[src/rtl/imem_loader_if.sv]
// imem_loader_if: byte stream in, IMEM write port, core hold and load status
interface imem_loader_if #(parameter int ADDR_WIDTH = 8, parameter int INST_WIDTH = 32);
  logic                  start;
  logic [ADDR_WIDTH:0]   num_words;
  logic [7:0]            byte_in;
  logic                  byte_valid;
  logic                  byte_ready;
  logic                  imem_we;
  logic [ADDR_WIDTH-1:0] imem_addr;
  logic [INST_WIDTH-1:0] imem_wdata;
  logic                  core_hold;
  logic                  done;
  logic                  bad_opcode;
  logic [ADDR_WIDTH-1:0] err_addr;
  modport master (
    output start, num_words, byte_in, byte_valid,
    input  byte_ready, imem_we, imem_addr, imem_wdata, core_hold, done, bad_opcode, err_addr
  );
  modport slave (
    input  start, num_words, byte_in, byte_valid,
    output byte_ready, imem_we, imem_addr, imem_wdata, core_hold, done, bad_opcode, err_addr
  );
endinterface

[src/rtl/imem_loader.sv]
// imem_loader: packs a little-endian byte stream into 32-bit words, writes them to IMEM
module imem_loader #(
  parameter int ADDR_WIDTH = 8,
  parameter int INST_WIDTH = 32
) (
  input  logic         clk,
  input  logic         rst_n,
  imem_loader_if.slave bus
);
  typedef enum logic [1:0] {IDLE, COLLECT, WRITE, DONE} state_t;
  state_t                state_q, state_d;
  logic [1:0]            byte_cnt_q, byte_cnt_d;
  logic [ADDR_WIDTH:0]   word_cnt_q, word_cnt_d;
  logic [ADDR_WIDTH:0]   num_words_q, num_words_d;
  logic [INST_WIDTH-1:0] asm_q, asm_d;
  logic                  bad_q, bad_d;
  logic [ADDR_WIDTH-1:0] err_q, err_d;
  logic                  legal;
  assign legal = asm_q[6:0] inside {7'h33, 7'h13, 7'h03, 7'h23, 7'h67, 7'h63, 7'h37, 7'h6F};
  always_ff @(posedge clk or negedge rst_n) begin
    if (!rst_n) begin
      state_q     <= IDLE;
      byte_cnt_q  <= '0;
      word_cnt_q  <= '0;
      num_words_q <= '0;
      asm_q       <= '0;
      bad_q       <= 1'b0;
      err_q       <= '0;
    end else begin
      state_q     <= state_d;
      byte_cnt_q  <= byte_cnt_d;
      word_cnt_q  <= word_cnt_d;
      num_words_q <= num_words_d;
      asm_q       <= asm_d;
      bad_q       <= bad_d;
      err_q       <= err_d;
    end
  end
  always_comb begin
    state_d     = state_q;
    byte_cnt_d  = byte_cnt_q;
    word_cnt_d  = word_cnt_q;
    num_words_d = num_words_q;
    asm_d       = asm_q;
    bad_d       = bad_q;
    err_d       = err_q;
    case (state_q)
      IDLE, DONE: if (bus.start) begin
        num_words_d = bus.num_words;
        state_d     = (bus.num_words == '0) ? DONE : COLLECT;
        if (bus.num_words != '0) begin
          word_cnt_d = '0;
          byte_cnt_d = '0;
          bad_d      = 1'b0;
          err_d      = '0;
        end
      end
      COLLECT: if (bus.byte_valid) begin
        asm_d[8*byte_cnt_q +: 8] = bus.byte_in;
        byte_cnt_d = byte_cnt_q + 2'd1;
        state_d    = (byte_cnt_q == 2'd3) ? WRITE : COLLECT;
      end
      WRITE: begin
        // only the first illegal word records its address
        if (!legal && !bad_q) begin
          bad_d = 1'b1;
          err_d = word_cnt_q[ADDR_WIDTH-1:0];
        end
        state_d    = (word_cnt_q + 1'b1 == num_words_q) ? DONE : COLLECT;
        word_cnt_d = (word_cnt_q + 1'b1 == num_words_q) ? word_cnt_q : word_cnt_q + 1'b1;
      end
      default: state_d = IDLE;
    endcase
  end
  assign bus.byte_ready = state_q == COLLECT;
  assign bus.core_hold  = state_q == COLLECT || state_q == WRITE;
  assign bus.imem_we    = state_q == WRITE;
  assign bus.imem_addr  = word_cnt_q[ADDR_WIDTH-1:0];
  assign bus.imem_wdata = asm_q;
  assign bus.done       = state_q == DONE;
  assign bus.bad_opcode = bad_q;
  assign bus.err_addr   = err_q;
endmodule

[src/flat_wrapper.sv]
// flat-port wrapper written by rule: the top's interface ports become plain ports
module imem_loader_flat 
#(
  parameter int ADDR_WIDTH = 8,
  parameter int INST_WIDTH = 32
)
  (clk, rst_n, bus_start, bus_num_words, bus_byte_in, bus_byte_valid, bus_byte_ready, bus_imem_we, bus_imem_addr, bus_imem_wdata, bus_core_hold, bus_done, bus_bad_opcode, bus_err_addr);
  imem_loader_if #(.ADDR_WIDTH(ADDR_WIDTH), .INST_WIDTH(INST_WIDTH)) bus_i ();
  input  logic clk;
  input  logic rst_n;
  input wire logic [$bits(bus_i.start)-1:0] bus_start;
  input wire logic [$bits(bus_i.num_words)-1:0] bus_num_words;
  input wire logic [$bits(bus_i.byte_in)-1:0] bus_byte_in;
  input wire logic [$bits(bus_i.byte_valid)-1:0] bus_byte_valid;
  output wire logic [$bits(bus_i.byte_ready)-1:0] bus_byte_ready;
  output wire logic [$bits(bus_i.imem_we)-1:0] bus_imem_we;
  output wire logic [$bits(bus_i.imem_addr)-1:0] bus_imem_addr;
  output wire logic [$bits(bus_i.imem_wdata)-1:0] bus_imem_wdata;
  output wire logic [$bits(bus_i.core_hold)-1:0] bus_core_hold;
  output wire logic [$bits(bus_i.done)-1:0] bus_done;
  output wire logic [$bits(bus_i.bad_opcode)-1:0] bus_bad_opcode;
  output wire logic [$bits(bus_i.err_addr)-1:0] bus_err_addr;
  assign bus_i.start = bus_start;
  assign bus_i.num_words = bus_num_words;
  assign bus_i.byte_in = bus_byte_in;
  assign bus_i.byte_valid = bus_byte_valid;
  assign bus_byte_ready = bus_i.byte_ready;
  assign bus_imem_we = bus_i.imem_we;
  assign bus_imem_addr = bus_i.imem_addr;
  assign bus_imem_wdata = bus_i.imem_wdata;
  assign bus_core_hold = bus_i.core_hold;
  assign bus_done = bus_i.done;
  assign bus_bad_opcode = bus_i.bad_opcode;
  assign bus_err_addr = bus_i.err_addr;
  imem_loader #(.ADDR_WIDTH(ADDR_WIDTH), .INST_WIDTH(INST_WIDTH)) u_core (.clk(clk), .rst_n(rst_n), .bus(bus_i));
endmodule
[config.mk]
export PLATFORM = sky130hd
export DESIGN_NAME = imem_loader_flat
export DESIGN_NICKNAME = d
export VERILOG_FILES = /design/src/rtl/imem_loader_if.sv /design/src/rtl/imem_loader.sv /design/src/flat_wrapper.sv
export SDC_FILE = /design/constraint.sdc
export NUM_CORES = 1
export LEC_CHECK = 0
export CAP_MARGIN = 20
export CORE_AREA = 2 2 93 77
export CTS_CLUSTER_DIAMETER = 50
export DETAILED_ROUTE_END_ITERATION = 6
export DIE_AREA = 0 0 95 79
export DONT_BUFFER_PORTS = 1
export SLEW_MARGIN = 20
export SYNTH_ARGS = -nofsm -noshare
export SYNTH_HDL_FRONTEND = slang
export SYNTH_SLANG_ARGS = --single-unit
[constraint.sdc]
create_clock -name clk -period 2.9 [get_ports clk]
set_input_delay 0.145 -clock clk [delete_from_list [all_inputs] [get_ports clk]]
set_output_delay 0.145 -clock clk [all_outputs]
set_load 0.01 [all_outputs]
==> flow_summary_export.csv <==
group,metric,value,unit
status,status,"finished, final reports clean",
detailed_routing,vias,2463,
cells_and_area,nNetsFinal,346,
sta,drv_slew,0,
sta,min_period,2.40,ns
critical_path,slowest_stage,"dfrtp_1",
pwr,switchingPower,1.35,mW
logic_synthesis,yosysUniqueCellTypes,48,
detailed_routing,top_layer_used,"met4",
sta,worst_pin_slew,0.831,ns
sta,slew_headroom,44.2,%
pwr,power.internal,2.05,mW
sta,tns,0,ns
grt,grt_pass1_vias,2469,
logic_synthesis,synth_area,3230,µm²
clock_network,cts-root-buf,"clkbuf_8",
logic_synthesis,ys_ff_latch,63,
placement,io_buffers,0,
pwr,p_total,3.40,mW
sta,fmax,0.417,GHz
placement,hpwl,5.31,mm
detailed_routing,antenna_left,0,
detailed_routing,wl,7.82,mm
logic_synthesis,ys_warn_count,0,
critical_path,max_stage_delay,0.56,ns
grt,grt_max_degree,64,
detailed_routing,wl_met3,594,µm
clock_network,clock-sinks,63,
pwr,peakVddDrop,485,µV
logic_synthesis,synthFlopType,"dfrtp_1",
worst_hold_path,min-delay-start,"bus_start",
logic_synthesis,synth.area.top_cells,"dfrtp_1 (49%), a22o_1 (8.7%), o211ai_1 (5.3%)",
grt,grt-ovfl-total,0,
floorplan,initial_utilization,48.6,%
worst_hold_path,min_path_type,"input pin to flop",
sta,timing.final.crit_share,82.8,%
floorplan,dieWidth,95,µm
critical_path,path_max_fanout,9,
pwr,netSwitchingFraction,39.7,%
pwr,p_per_area,923,nW/µm²
floorplan,die_y,79,µm
detailed_routing,wire_per_inst,19.2,µm
detailed_routing,dr.pass1.iters,4,
logic_synthesis,postSynth.asyncResetShare,100,%
logic_synthesis,netlist.area_leader.share,48.8,%
critical_path,end_kind,"flop",
detailed_routing,wl_met2,3.43,mm
detailed_routing,drtIter0Drc,133,
placement,gp_congestion,0.842,
sta,rsz0062_at_grt,"no",
detailed_routing,route.detailed.drc,0,
clock_network,tritoncts,"yes",
pwr,comb_power_share,34.1,%
critical_path,cp-start-kind,"flop",
logic_synthesis,yosysSeqAreaShare,48.8,%
sta,skew,0.00785,ns
critical_path,crit_start,"u_core.word_cnt_q[3]$_DFFE_PN0P_",
placement,placed_cells,372,
logic_synthesis,synthCells,299,
detailed_routing,via_per_inst,6.05,
grt,antenna_found_initial,0,
clock_network,cts_max_level,3,
critical_path,arrival,2.64,ns
critical_path,worst-path-buf-inv,0,
logic_synthesis,syn-num-nets,330,
critical_path,crit_chain,"and4_1 > a311o_2 > o41ai_1 > or3_4 > a21oi_4 > mux2_4",
critical_path,critPathKind,"flop to flop",
cells_and_area,drive_gt1_share,13.4,%
logic_synthesis,synth-edff-count,0,
cells_and_area,antenna_cells,0,
pwr,power.leakage,1.58,nW
sta,finalHoldViolCount,0,
clock_network,clkTransAtPathRegs,0.07,ns
logic_synthesis,synth.avg_cell_area,10.8,µm²
cells_and_area,stdcell_count,407,
clock_network,clk-insertion-delay-late,0.35,ns
clock_network,cts_max_path_buffers,2,
pwr,seq_power_share,43.0,%
clock_network,cts_made_buffers,9,
grt,grt_util_all_layers,22.5,%
logic_synthesis,yosysTopAreaCell,"dfrtp_1",
critical_path,cp_top_family,"simple AND/OR/NAND/NOR gates",
floorplan,pin_count,74,
critical_path,cp.required,3.14,ns
pwr,p_clk_share,22.9,%
floorplan,dieArea,7510,µm²
sta,setup_viol,0,
cells_and_area,areaGrowthSynthToFinish,14.0,%
floorplan,row_count,27,
run,maxCapViolCount,0,
detailed_routing,met1Wirelength,3.74,mm
floorplan,core,6660,µm²
clock_network,cts_setup_buffers,0,
critical_path,r2r_start,"u_core.word_cnt_q[3]$_DFFE_PN0P_",
grt,grt_pass1_wl,12.8,mm
-- area by class of cell --
class	instances	area (µm²)
clock inverters	7	72.6
multi-input cells	194	1450
repair buffers	29	283
flip-flops and latches	63	1580
well taps	87	109
inverters	18	67.6
fillers	571	2970
clock buffers	9	124
-- synth_stat cells, types with 2 or more instances --
cell type  number
mux2i_1         2
and3_1          2
buf_2           3
xnor2_1        10
buf_4          11
mux2_2          9
clkbuf_1        8
nand2_1        26
nor3b_1         2
nand3_1        15
a22o_1         32
a21oi_1         7
nor4_1          5
xor2_1          5
o211ai_1       23
nor3_1          3
o21ai_0         6
nor2_1          4
nor4b_1         4
inv_1          18
o221ai_1        2
dfrtp_1        63
nor2b_1         4
nand4_1         2
ha_1           10
-- layout by cell type (no fill, tap or decap), drive strengths merged, types with 3 or more instances in the layout --
cell type,n
xnor2,10
inv,19
dlygate4sd3,18
nand2,26
buf,11
xor2,5
clkbuf,9
nand3,15
o21ai,6
ha,10
o211ai,23
a21oi,8
clkinv,3
nor2,4
dfrtp,63
mux2,10
a22o,32
nor4b,5
nor2b,4
nor3,3
nor4,5
-- path summary, 6_finish.rpt --
path | endpoint | slack (ns) | cells past startpoint
worst max-delay path | u_core.word_cnt_q[0]$_DFFE_PN0P_ | 0.50 | 6
worst min-delay path | u_core.state_q[1]$_DFFE_PN0P_ | 0.11 | 3
worst max register to register | u_core.word_cnt_q[0]$_DFFE_PN0P_ | 0.50 | 6
worst min register to register | u_core.num_words_q[6]$_DFFE_PN0P_ | 0.54 | 1
max in group asynchronous | u_core.num_words_q[0]$_DFFE_PN0P_ | 2.29 | 2
min in group asynchronous | u_core.bus.imem_wdata[28]$_DFFE_PN0P_ | 0.35 | 2
-- power by group through the flow --
| stage | clock network, mW | logic, mW | registers [mW] |
|---|---|---|---|
| after global placement | 0 | 1.09 | 1.47 |
| final | 0.779 | 1.16 | 1.46 |
| after detailed placement | 0 | 1.11 | 1.48 |
| after global routing | 0.833 | 1.30 | 1.51 |
| after CTS | 0.792 | 1.17 | 1.47 |
| after floorplan | 0 | 0.911 | 1.39 |
-- per-layer routing --
metal	vias to the layer above	global-route usage, %
met5	-	0
met4	0	6.38
met3	6	7.50
met2	82	32.4
met1	1244	32.4
li1	1131	-
-- tightest hold or removal path: cells and delay by family --
kind | cells | cell delay [ns]
compound gates | 2 | 0.20
simple gates | 1 | 0.07
-- cells by family (layout without fill, tap and decap cells) --
group	Yosys count	in the layout	share of synthesized area, %
flip-flops	63	63	48.8
XOR/XNOR	15	15	4.06
multiplexers	12	12	4.22
adder cells (fa/ha/maj)	10	10	3.87
AO/OA/AOI/OAI	82	82	20.2
buffers and inverters	42	63	6.31
AND/OR/NAND/NOR	75	75	12.6
-- registers in the layout, indices dropped and copies added, names as in the netlist --
register	cells
u_core.bus.bad_opcode	1
u_core.num_words_q	9
u_core.bus.err_addr	8
u_core.word_cnt_q	9
u_core.byte_cnt_q	2
u_core.bus.imem_wdata	32
u_core.state_q	2
-- stage by stage --
stage	instance area [µm²]	worst slack (ns)	util [%]	hold WS [ns]
floorplan	3230	0.737	-	-0.151
global placement	3280	0.565	49.3	-0.149
detailed placement	3280	0.500	49.3	-0.149
CTS	3680	0.497	55.4	0.100
global route	3680	0.297	55.4	0.144
finish	3680	0.500	55.4	0.106
-- what timing repair did --
action / CTS / global route
hold buffers: 19 / 0
hold endpoints to repair: 104 / 0
resized for setup: 0 / 0
Note: power is estimated with default switching activity, not from simulation.
